`src/rtl/seq_detect_ctrl.sv`:
```
// seq_detect_ctrl: run controller for a programmable serial Mealy sequence
// detector. It holds the pattern, length, overlap and target configuration,
// arms and disarms detection, and counts matches on a gated serial stream.
module seq_detect_ctrl #(
    parameter int unsigned MAX_LEN = 8,
    parameter int unsigned CNT_W   = 8
) (
    input  logic                         clk,
    input  logic                         arstn,
    input  logic                         cfg_we,
    input  logic [MAX_LEN-1:0]           cfg_pattern,
    input  logic [$clog2(MAX_LEN+1)-1:0] cfg_len,
    input  logic                         cfg_overlap,
    input  logic [CNT_W-1:0]             cfg_target,
    input  logic                         start,
    input  logic                         abort,
    input  logic                         in_valid,
    input  logic                         in,
    output logic                         match,
    output logic [CNT_W-1:0]             match_count,
    output logic                         busy,
    output logic                         done,
    output logic                         err
);

    localparam int unsigned LW = $clog2(MAX_LEN + 1);
    localparam logic [LW-1:0] MAX_LEN_L = LW'(MAX_LEN);

    typedef enum logic [1:0] {
        IDLE = 2'd0,
        RUN  = 2'd1,
        DONE = 2'd2
    } state_t;

    state_t               state_q, state_d;
    logic [MAX_LEN-1:0]   pat_q, pat_d;
    logic [LW-1:0]        len_q, len_d;
    logic                 ovl_q, ovl_d;
    logic [CNT_W-1:0]     tgt_q, tgt_d;
    logic [CNT_W-1:0]     cnt_q, cnt_d;
    logic [MAX_LEN-2:0]   hist_q, hist_d;
    logic [LW-1:0]        fill_q, fill_d;
    logic                 err_q, err_d;

    logic [MAX_LEN-1:0]   window;
    logic [MAX_LEN-1:0]   mask;
    logic                 hit;
    logic                 match_w;
    logic [CNT_W-1:0]     cnt_inc;
    logic [LW-1:0]        fill_inc;
    logic                 len_legal;

    // Match detection on the shifted-in window, masked to the programmed length
    always_comb begin
        window = {hist_q, in};
        mask   = '0;
        for (int unsigned i = 0; i < MAX_LEN; i++) begin
            mask[i] = (LW'(i) < len_q);
        end
        hit      = (({1'b0, fill_q} + (LW+1)'(1)) >= {1'b0, len_q}) &&
                   (((window ^ pat_q) & mask) == '0);
        match_w  = (state_q == RUN) && in_valid && hit && !abort;
        cnt_inc  = (cnt_q == '1) ? cnt_q : cnt_q + CNT_W'(1);
        fill_inc = (fill_q == MAX_LEN_L) ? fill_q : fill_q + LW'(1);
        len_legal = (cfg_len != '0) && (cfg_len <= MAX_LEN_L);
    end

    // State register
    always_ff @(posedge clk or negedge arstn) begin
        if (!arstn) begin
            state_q <= IDLE;
        end else begin
            state_q <= state_d;
        end
    end

    // Next-state logic
    always_comb begin
        state_d = state_q;
        unique case (state_q)
            IDLE, DONE: if (start) state_d = RUN;
            RUN: begin
                if (abort) begin
                    state_d = IDLE;
                end else if (match_w && (tgt_q != '0) && (cnt_inc == tgt_q)) begin
                    state_d = DONE;
                end
            end
            default: state_d = IDLE;
        endcase
    end

    // Outputs decoded from state and the live match term
    always_comb begin
        busy        = (state_q == RUN);
        done        = (state_q == DONE);
        match       = match_w;
        match_count = cnt_q;
        err         = err_q;
    end

    // Next-value logic for configuration, history, fill and counter
    always_comb begin
        pat_d  = pat_q;
        len_d  = len_q;
        ovl_d  = ovl_q;
        tgt_d  = tgt_q;
        cnt_d  = cnt_q;
        hist_d = hist_q;
        fill_d = fill_q;
        err_d  = cfg_we && ((state_q == RUN) || !len_legal);

        if (cfg_we && (state_q != RUN) && len_legal) begin
            pat_d = cfg_pattern;
            len_d = cfg_len;
            ovl_d = cfg_overlap;
            tgt_d = cfg_target;
        end

        if (start && (state_q != RUN)) begin
            cnt_d  = '0;
            hist_d = '0;
            fill_d = '0;
        end else if ((state_q == RUN) && in_valid && !abort) begin
            if (match_w) begin
                cnt_d = cnt_inc;
                if (ovl_q) begin
                    hist_d = window[MAX_LEN-2:0];
                    fill_d = fill_inc;
                end else begin
                    hist_d = '0;
                    fill_d = '0;
                end
            end else begin
                hist_d = window[MAX_LEN-2:0];
                fill_d = fill_inc;
            end
        end
    end

    // Datapath registers; configuration resets to pattern 101, length 3
    always_ff @(posedge clk or negedge arstn) begin
        if (!arstn) begin
            pat_q  <= MAX_LEN'(5);
            len_q  <= LW'(3);
            ovl_q  <= 1'b0;
            tgt_q  <= '0;
            cnt_q  <= '0;
            hist_q <= '0;
            fill_q <= '0;
            err_q  <= 1'b0;
        end else begin
            pat_q  <= pat_d;
            len_q  <= len_d;
            ovl_q  <= ovl_d;
            tgt_q  <= tgt_d;
            cnt_q  <= cnt_d;
            hist_q <= hist_d;
            fill_q <= fill_d;
            err_q  <= err_d;
        end
    end

endmodule
```
`config.mk`:
```
export PLATFORM = sky130hd
export DESIGN_NAME = seq_detect_ctrl
export DESIGN_NICKNAME = d
export VERILOG_FILES = /design/src/rtl/seq_detect_ctrl.sv
export SDC_FILE = /design/constraint.sdc
export NUM_CORES = 1
export LEC_CHECK = 0
export BUFFER_PORTS_ARGS = -buffer_cell sky130_fd_sc_hd__buf_2
export CAP_MARGIN = 10
export CORE_MARGIN = 2
export CORE_UTILIZATION = 57
export DETAILED_ROUTE_END_ITERATION = 12
export HOLD_SLACK_MARGIN = 0.08
export PLACE_DENSITY = 0.8
export SETUP_SLACK_MARGIN = 0.2
export SKIP_LAST_GASP = 1
export SYNTH_ARGS = -nofsm -noshare
export SYNTH_HDL_FRONTEND = slang
export SYNTH_SLANG_ARGS = --single-unit
```
`constraint.sdc`:
```
create_clock -name clk -period 2.8 [get_ports clk]
set_input_delay 0.56 -clock clk [delete_from_list [all_inputs] [get_ports clk]]
set_output_delay 0.56 -clock clk [all_outputs]
set_load 0.005 [all_outputs]
```
* Word-level counts from Yosys, hierarchy flattened
Cells that the tools add are included.
Cells by class: bitwise logic cells 2, reductions and logical operators 24, mux-type cells 17, eq/ne operators 8, magnitude comparators 10, add/subtract/negate cells 3
Operators by type and width (count):
- $mux 8 | 4
- $mux 7 | 4
- $mux 4 | 5
- $lt 3x4->1 const A | 4
- $logic_and 1x1->1 | 12
- $add 8x1->8 const B | 1
- $and 8x8->8 | 1
- $eq 8x8->1 | 1
- $eq 8x8->1 const B | 1
- $logic_not 8->1 | 1
- $lt 1x4->1 const A | 2
- $lt 2x4->1 const A | 2
- $reduce_bool 8->1 | 1
- $xor 8x8->8 | 1
- $mux 2 | 3
- $add 4x1->5 const B | 1
- $ge 5x4->1 | 1
- $add 4x1->4 const B | 1
- $eq 4x4->1 const B | 1
- $le 4x4->1 const B | 1
- $pmux 2 s2 | 1
- $reduce_and 2->1 | 2
- $reduce_bool 2->1 | 2
- $reduce_bool 4->1 | 1
- other kinds (9) | 10
Word-level totals: input bits 28, word-level logic and storage cells 73, output and inout bits 12, register bits after elaboration 43

* Longest topological paths before layout
Gate-level depths: netlist of the first run.
depth in word-level cells 11, depth in mapped cells 10, depth with buffers taken out 9

* Least setup slack after synthesis of the first run
No wires, ideal clock.
kind register -> output, start point register fill_q[0], end point output port match, required time 2.240 ns, buffers on the path 1, cell stages (with the launch flop) 9, arrival time 1.750 ns, slack 0.490 ns, path through dfrtp_1 ha_1 xor2_1 ha_1 o21ai_0 o21ai_0 o211ai_2 inv_2 buf_6
Between the ends: cells in the longest elaborated chain, start to end 5
RTL lines:
- from (decl) | line 42 | logic [LW-1:0] fill_q, fill_d;
- from (signal assigned) | line 159 | fill_q <= fill_d;
- $add 4x1->5 | line 60 | hit = (({1'b0, fill_q} + (LW+1)'(1)) >= {1'b0, len_q}) &&
- $ge 5x4->1 | line 60
- $logic_and 1x1->1 | line 60
- $logic_and 1x1->1 (2 in series) | line 62 | match_w = (state_q == RUN) && in_valid && hit && !abort;
- to (decl) | line 19 | output logic match,
Every way passes these cells.

* Worst setup path in the final report of the first run
Ends and elaborated chain as after synthesis.

==> impl_metrics.py, run 1 <==
metrics = {
    "setup_path": {
        "crit_fanout": 4,
        "end_kind": "output pin",
        "worstPathArrival_ns": 2.08,
        "startpoint_type": "flop",
        "critPathRequiredTime_ns": 2.24,
        "critPathKind": "reg -> out",
    },
    "sta": {
        "grt_setup_unrepaired": "yes",
        "finalSetupTns_ns": 0,
        "period_share_pct": 94.1,
        "setup_violations": 0,
        "min_period_ns": 2.64,
        "hold_viol": 0,
        "fin_ws_ns": 0.164,
        "slew_headroom_pct": 38.7,
        "slew_violations": 0,
        "tightestPinTransition_ns": 0.919,
        "clock_skew_ns": 0.0162,
        "fmax_mhz": 379,
    },
    "finish": {
        "final_nets": 326,
        "stdcell_count": 344,
        "final_cell_area_um2": 2980,
        "n_fill_cell": 335,
        "antenna_cells": 0,
        "final_common_cell": "dfrtp_1",
        "drive_above_1_share_pct": 33.9,
        "area_growth_pct": 17.1,
        "layout_common_cells": "39 x dfrtp_1, 38 x buf_2, 21 x mux2_2",
    },
    "clock_network": {
        "cts.path.max_buffers": 2,
        "cts_tree": "done",
        "cts_buffers": 5,
        "cts_max_level": 2,
        "clk_latency_ns": 0.30,
        "cts-root-buf": "clkbuf_8",
        "cts.sinks": 43,
        "ctsHoldBuffers": 0,
        "clk_pin_slew_ns": 0.09,
    },
    "global_route": {
        "antenna_found_initial": 0,
        "grt_overflow": 0,
        "grt_pass1_vias": 1965,
        "grt_usage_pct": 23.7,
        "grt_max_degree": 44,
        "grt_pass1_wl_um": 9370,
    },
    "place": {
        "gp_congestion": 0.925,
        "place_ws_ns": 0.316,
        "io_buffer_count": 39,
        "dp.cells": 328,
        "placed_cell_area_um2": 2770,
        "dp_hpwl_um": 4120,
    },
    "synthesis": {
        "synth.top_cell.area_share_pct": 38.4,
        "synth_edf_count": 0,
        "syn-cell-area_um2": 2540,
        "async_reset_ff_share_pct": 100,
        "yosys.area.top_type": "dfrtp_1",
        "ys.flop_type": "dfrtp_1",
        "synth_seq_area_share_pct": 42.5,
        "synth_area_leaders": "dfrtp_1 38%, mux2_2 9.3%, dfstp_2 4.1%",
        "synth.distinct_cells": 57,
        "synth_seq_cells": 43,
        "synth-warning-count": 0,
        "avgSynthCellArea_um2": 10.4,
        "syn_inst": 245,
        "synth.net_count": 280,
    },
    "pwr": {
        "irDropWorstVdd_uv": 465,
        "powerDensity_nw_per_um2": 594,
        "p_leak_uw": 0.00135,
        "p_total_uw": 1770,
    },
    "drt": {
        "firstDrtPassIters": 5,
        "vias_per_cell": 6.38,
        "drtIter0Drc": 211,
        "avgRoutedWirePerCell_um": 17.6,
        "ant_nets": 0,
        "wl_um": 6050,
        "vias": 2193,
        "drc": 0,
    },
    "die": {
        "die_h_um": 70.8,
        "chipWidth_um": 70.8,
        "initial_core_util_pct": 58.8,
        "core_area_um2": 4320,
        "boundaryPins": 40,
        "rows": 24,
        "die_area_um2": 5010,
    },
    "status": {
        "status": "finished, final reports clean",
    },
    "worst_hold_path": {
        "min_path_type": "in -> async",
    },
    "run": {
        "cap_violations": 0,
    },
}
cell usage after synthesis, types with 7 or more instances:
cell and instances:
nand2_1 8, o21ai_0 8, nand2b_1 7, a21oi_1 11, dfrtp_1 39, a22o_1 9
mux2_2 21, xnor2_1 10, nor2_1 13, ha_1 7, nand3_1 7, inv_1 8
repair_timing:
| item | CTS | global route |
|---|---|---|
| setup endpoints to repair | 1 | 1 |
| gates resized for setup | 4 | 8 |
| pin swaps | 0 | 6 |
| hold endpoints to repair | 0 | 0 |
| setup buffers | 3 | 5 |
layer usage:
layer / wire length [µm] / vias to the layer above / share of wire, % / GRT usage [%]
met2: 2740 / 120 / 45 / 35.9
met5: 0 / - / 0 / 0
met4: 148 / 0 / 2.4 / 6.50
met3: 536 / 17 / 8.9 / 5.56
met1: 2630 / 1049 / 43 / 34.5
li1: - / 1007 / - / -
stage by stage:
step                utilization (%)  hold WS (ns)
global placement               64.0         0.502
finish                         68.9         0.387
detailed placement             64.0         0.501
CTS                            66.8         0.432
floorplan                         -         0.264
global route                   68.9         0.466
layout make-up:
| type | count | area (µm²) | area share [%] |
|---|---|---|---|
| clock buffer | 6 | 72.6 | 2.44 |
| clock inverter | 2 | 12.5 | 0.420 |
| inverter | 9 | 33.8 | 1.13 |
| multi-input combinational | 180 | 1410 | 47.4 |
| sequential | 43 | 1080 | 36.3 |
| tap | 52 | 65.1 | 2.18 |
| timing repair buffer | 52 | 303 | 10.2 |
cell families (layout without fill, tap and decap cells):
kind of cell	Yosys count	in the layout	synth area share, %
compound gates	60	60	16.9
xor+xnor	16	16	6.05
fa+ha+maj	7	7	3.44
buf+inv	22	69	4.23
flops	43	43	42.5
mux	23	23	10.1
simple gates	74	74	16.8
power by group:
group	switching [µW]	internal, µW
combinational	220	273
clock	220	175
sequential	140	740
path summary, 6_finish.rpt:
path                       startpoint              to  slack, ns  depth (start not counted)
setup / recovery            fill_q[0]           match       0.16                          8
hold / removal                  arstn        tgt_q[5]       0.39                          1
setup reg to reg            fill_q[0]  match_count[0]       0.29                         10
hold reg to reg            state_q[0]      state_q[0]       0.52                          1
max in group asynchronous       arstn       hist_q[3]       1.83                          1
min in group clk                abort      state_q[0]       0.47                          2
registers in the layout (all words and copies together), names as in the netlist:
register and cells:
ovl_q 1, hist_q 7, len_q 4, tgt_q 8
state_q 2, pat_q 8, fill_q 4, err 1
match_count 8
critical path, stage by stage (launching register included):
cell and delay (ns):
dfrtp_1 0.45, ha_2 0.25, xor2_1 0.15, ha_1 0.30, o21ai_1 0.06, o21ai_1 0.21, o211ai_2 0.14, inv_2 0.12
buf_6 0.10
Note: power is estimated with default switching activity, not from simulation.
==> run 2, diff against run 1 <==
Settings changed: CORE_UTILIZATION 57 to 30, PLACE_DENSITY 0.8 to unset.
==> run 2 against run 1 <==
  * Fmax grew 2.5%
  * Hold slack gained 0.0066 ns
  * Largest cell class unchanged
  * Non-clock buffer count shrank 1
  * Largest power group unchanged
  * Highest routed layer unchanged
==> impl_metrics.py, run 2 (synthesized netlist as in run 1, its figures left out) <==
metrics = {
    "status": {
        "status": "finished, final reports clean",
    },
    "clock_network": {
        "cts-root-buf": "clkbuf_8",
        "cts.sinks": 43,
        "cts.path.max_buffers": 2,
        "ctsHoldBuffers": 0,
        "cts_tree": "done",
        "clk_pin_slew_ns": 0.10,
        "cts_buffers": 5,
        "clk_latency_ns": 0.31,
        "cts_max_level": 2,
    },
    "die": {
        "die_h_um": 96.1,
        "rows": 33,
        "die_area_um2": 9230,
        "chipWidth_um": 96.1,
        "boundaryPins": 40,
        "initial_core_util_pct": 31.0,
        "core_area_um2": 8220,
    },
    "global_route": {
        "grt_use_met1_pct": 20.3,
        "grt-busiest-layer": "met1",
        "use_met3_pct": 3.45,
        "grt_overflow": 0,
        "grt_pass1_wl_um": 10100,
        "antenna_found_initial": 0,
        "grt_usage_pct": 14.0,
        "grtUsageMet2_pct": 20.3,
        "grt_pass1_vias": 1996,
        "grt_max_degree": 44,
    },
    "place": {
        "io_buffer_count": 39,
        "dp_hpwl_um": 4420,
        "gp_congestion": 0.834,
        "place_ws_ns": 0.302,
        "placed_cell_area_um2": 2840,
    },
    "setup_path": {
        "reg2reg_from": "fill_q[1]",
        "startpoint_type": "flop",
        "r2r-end": "state_q[0]",
        "critPathBufInv": 3,
        "cp_num_cells": 8,
        "critPathRequiredTime_ns": 2.24,
        "critPathKind": "reg -> out",
        "reg2reg_slack_ns": 0.36,
        "crit_fanout": 4,
        "cp_common_cell": "ha_4",
        "worstPathArrival_ns": 2.01,
        "end_kind": "output pin",
        "cp-endpoint": "match",
        "cp-startpoint": "fill_q[1]",
        "rr_worst_depth": 11,
        "slowest_stage": "dfrtp_1",
        "cp_top_family": "adder cells",
        "crit_path_cell_trace": "inv_1 -> ha_4 -> ha_4 -> a211oi_4 -> o21ai_2 -> o211ai_2 -> inv_2 -> buf_6",
        "max_stage_delay_ns": 0.47,
    },
    "sta": {
        "hold_viol": 0,
        "fmax_mhz": 389,
        "setup_violations": 0,
        "fin_ws_ns": 0.228,
        "grt_setup_unrepaired": "yes",
        "slew_headroom_pct": 35.5,
        "min_period_ns": 2.57,
        "clock_skew_ns": 0.0131,
        "tightestPinTransition_ns": 0.968,
        "period_share_pct": 91.8,
        "finalSetupTns_ns": 0,
        "slew_violations": 0,
    },
    "finish": {
        "area_growth_pct": 21.9,
        "n_fill_cell": 823,
        "drive_above_1_share_pct": 36.1,
        "final_nets": 325,
        "final_cell_area_um2": 3100,
        "layout_common_cells": "38 x dfrtp_1, 38 x buf_2, 21 x mux2_2",
        "antenna_cells": 0,
    },
    "drt": {
        "firstDrtPassIters": 4,
        "drtIter0Drc": 176,
        "wl_um": 6250,
        "vias": 2105,
        "vias_per_cell": 5.32,
        "drc": 0,
        "ant_nets": 0,
        "avgRoutedWirePerCell_um": 15.8,
    },
    "pwr": {
        "p_total_uw": 1870,
        "p_leak_uw": 0.00136,
        "powerDensity_nw_per_um2": 603,
        "irDropWorstVdd_uv": 290,
    },
    "worst_hold_path": {
        "min_path_type": "in -> async",
    },
    "run": {
        "cap_violations": 0,
    },
}
[run 2: power breakdown]
| group | internal (µW) | leakage (µW) | switching [µW] |
|---|---|---|---|
| Clock | 186 | 0.0000495 | 254 |
| Combinational | 302 | 0.000769 | 246 |
| Sequential | 740 | 0.000543 | 141 |
[run 2: how the worst min path moves through the flow]
stage | startpoint | endpoint | cells past startpoint
finish | arstn | pat_q[5] | 1
CTS | arstn | pat_q[3] | 1
floorplan | arstn | err | 0
detailed placement | hist_q[6] | hist_q[6] | 1
global route | cfg_pattern[3] | pat_q[3] | 2
global placement | state_q[0] | state_q[0] | 1
[run 2: through the flow]
| step | cells | hold WS [ns] | utilization [%] |
|---|---|---|---|
| after floorplan | 245 | 0.264 | - |
| after global placement | 382 | 0.485 | 34.6 |
| after detailed placement | 382 | 0.516 | 34.6 |
| after CTS | 394 | 0.431 | 36.3 |
| after global routing | 396 | 0.462 | 37.7 |
| final | 396 | 0.393 | 37.7 |
[run 2: metal layers]
metal | routed length (µm) | vias up
met1 | 2910 | 1028
met2 | 2790 | 57
met4 | 144 | 0
met3 | 399 | 10
met5 | 0 | -
li1 | - | 1010
[run 2: worst register-to-register path: stages, from the launching register on]
cell and delay, ns:
dfrtp_1 0.46, ha_4 0.21, xor2_1 0.16, ha_2 0.34
o21ai_2 0.05, o21ai_2 0.15, buf_4 0.13, buf_4 0.09
o2111ai_1 0.13, nor4_1 0.37, buf_4 0.17, o32ai_1 0.07
[run 2: what timing repair did]
item | 4_1_cts | 5_1_grt
setup endpoints to repair | 1 | 3
pin swaps | 2 | 9
gates resized for setup | 5 | 18
buffers inserted | 4 | 2
[run 2: layout make-up]
| type | count | area [µm²] | share of cell area, % |
|---|---|---|---|
| sequential | 43 | 1080 | 34.9 |
| clock inverter | 3 | 26.3 | 0.847 |
| inverter | 9 | 33.8 | 1.09 |
| tap | 105 | 131 | 4.24 |
| multi-input combinational | 180 | 1460 | 47.1 |
| timing repair buffer | 51 | 299 | 9.64 |
| clock buffer | 5 | 68.8 | 2.22 |
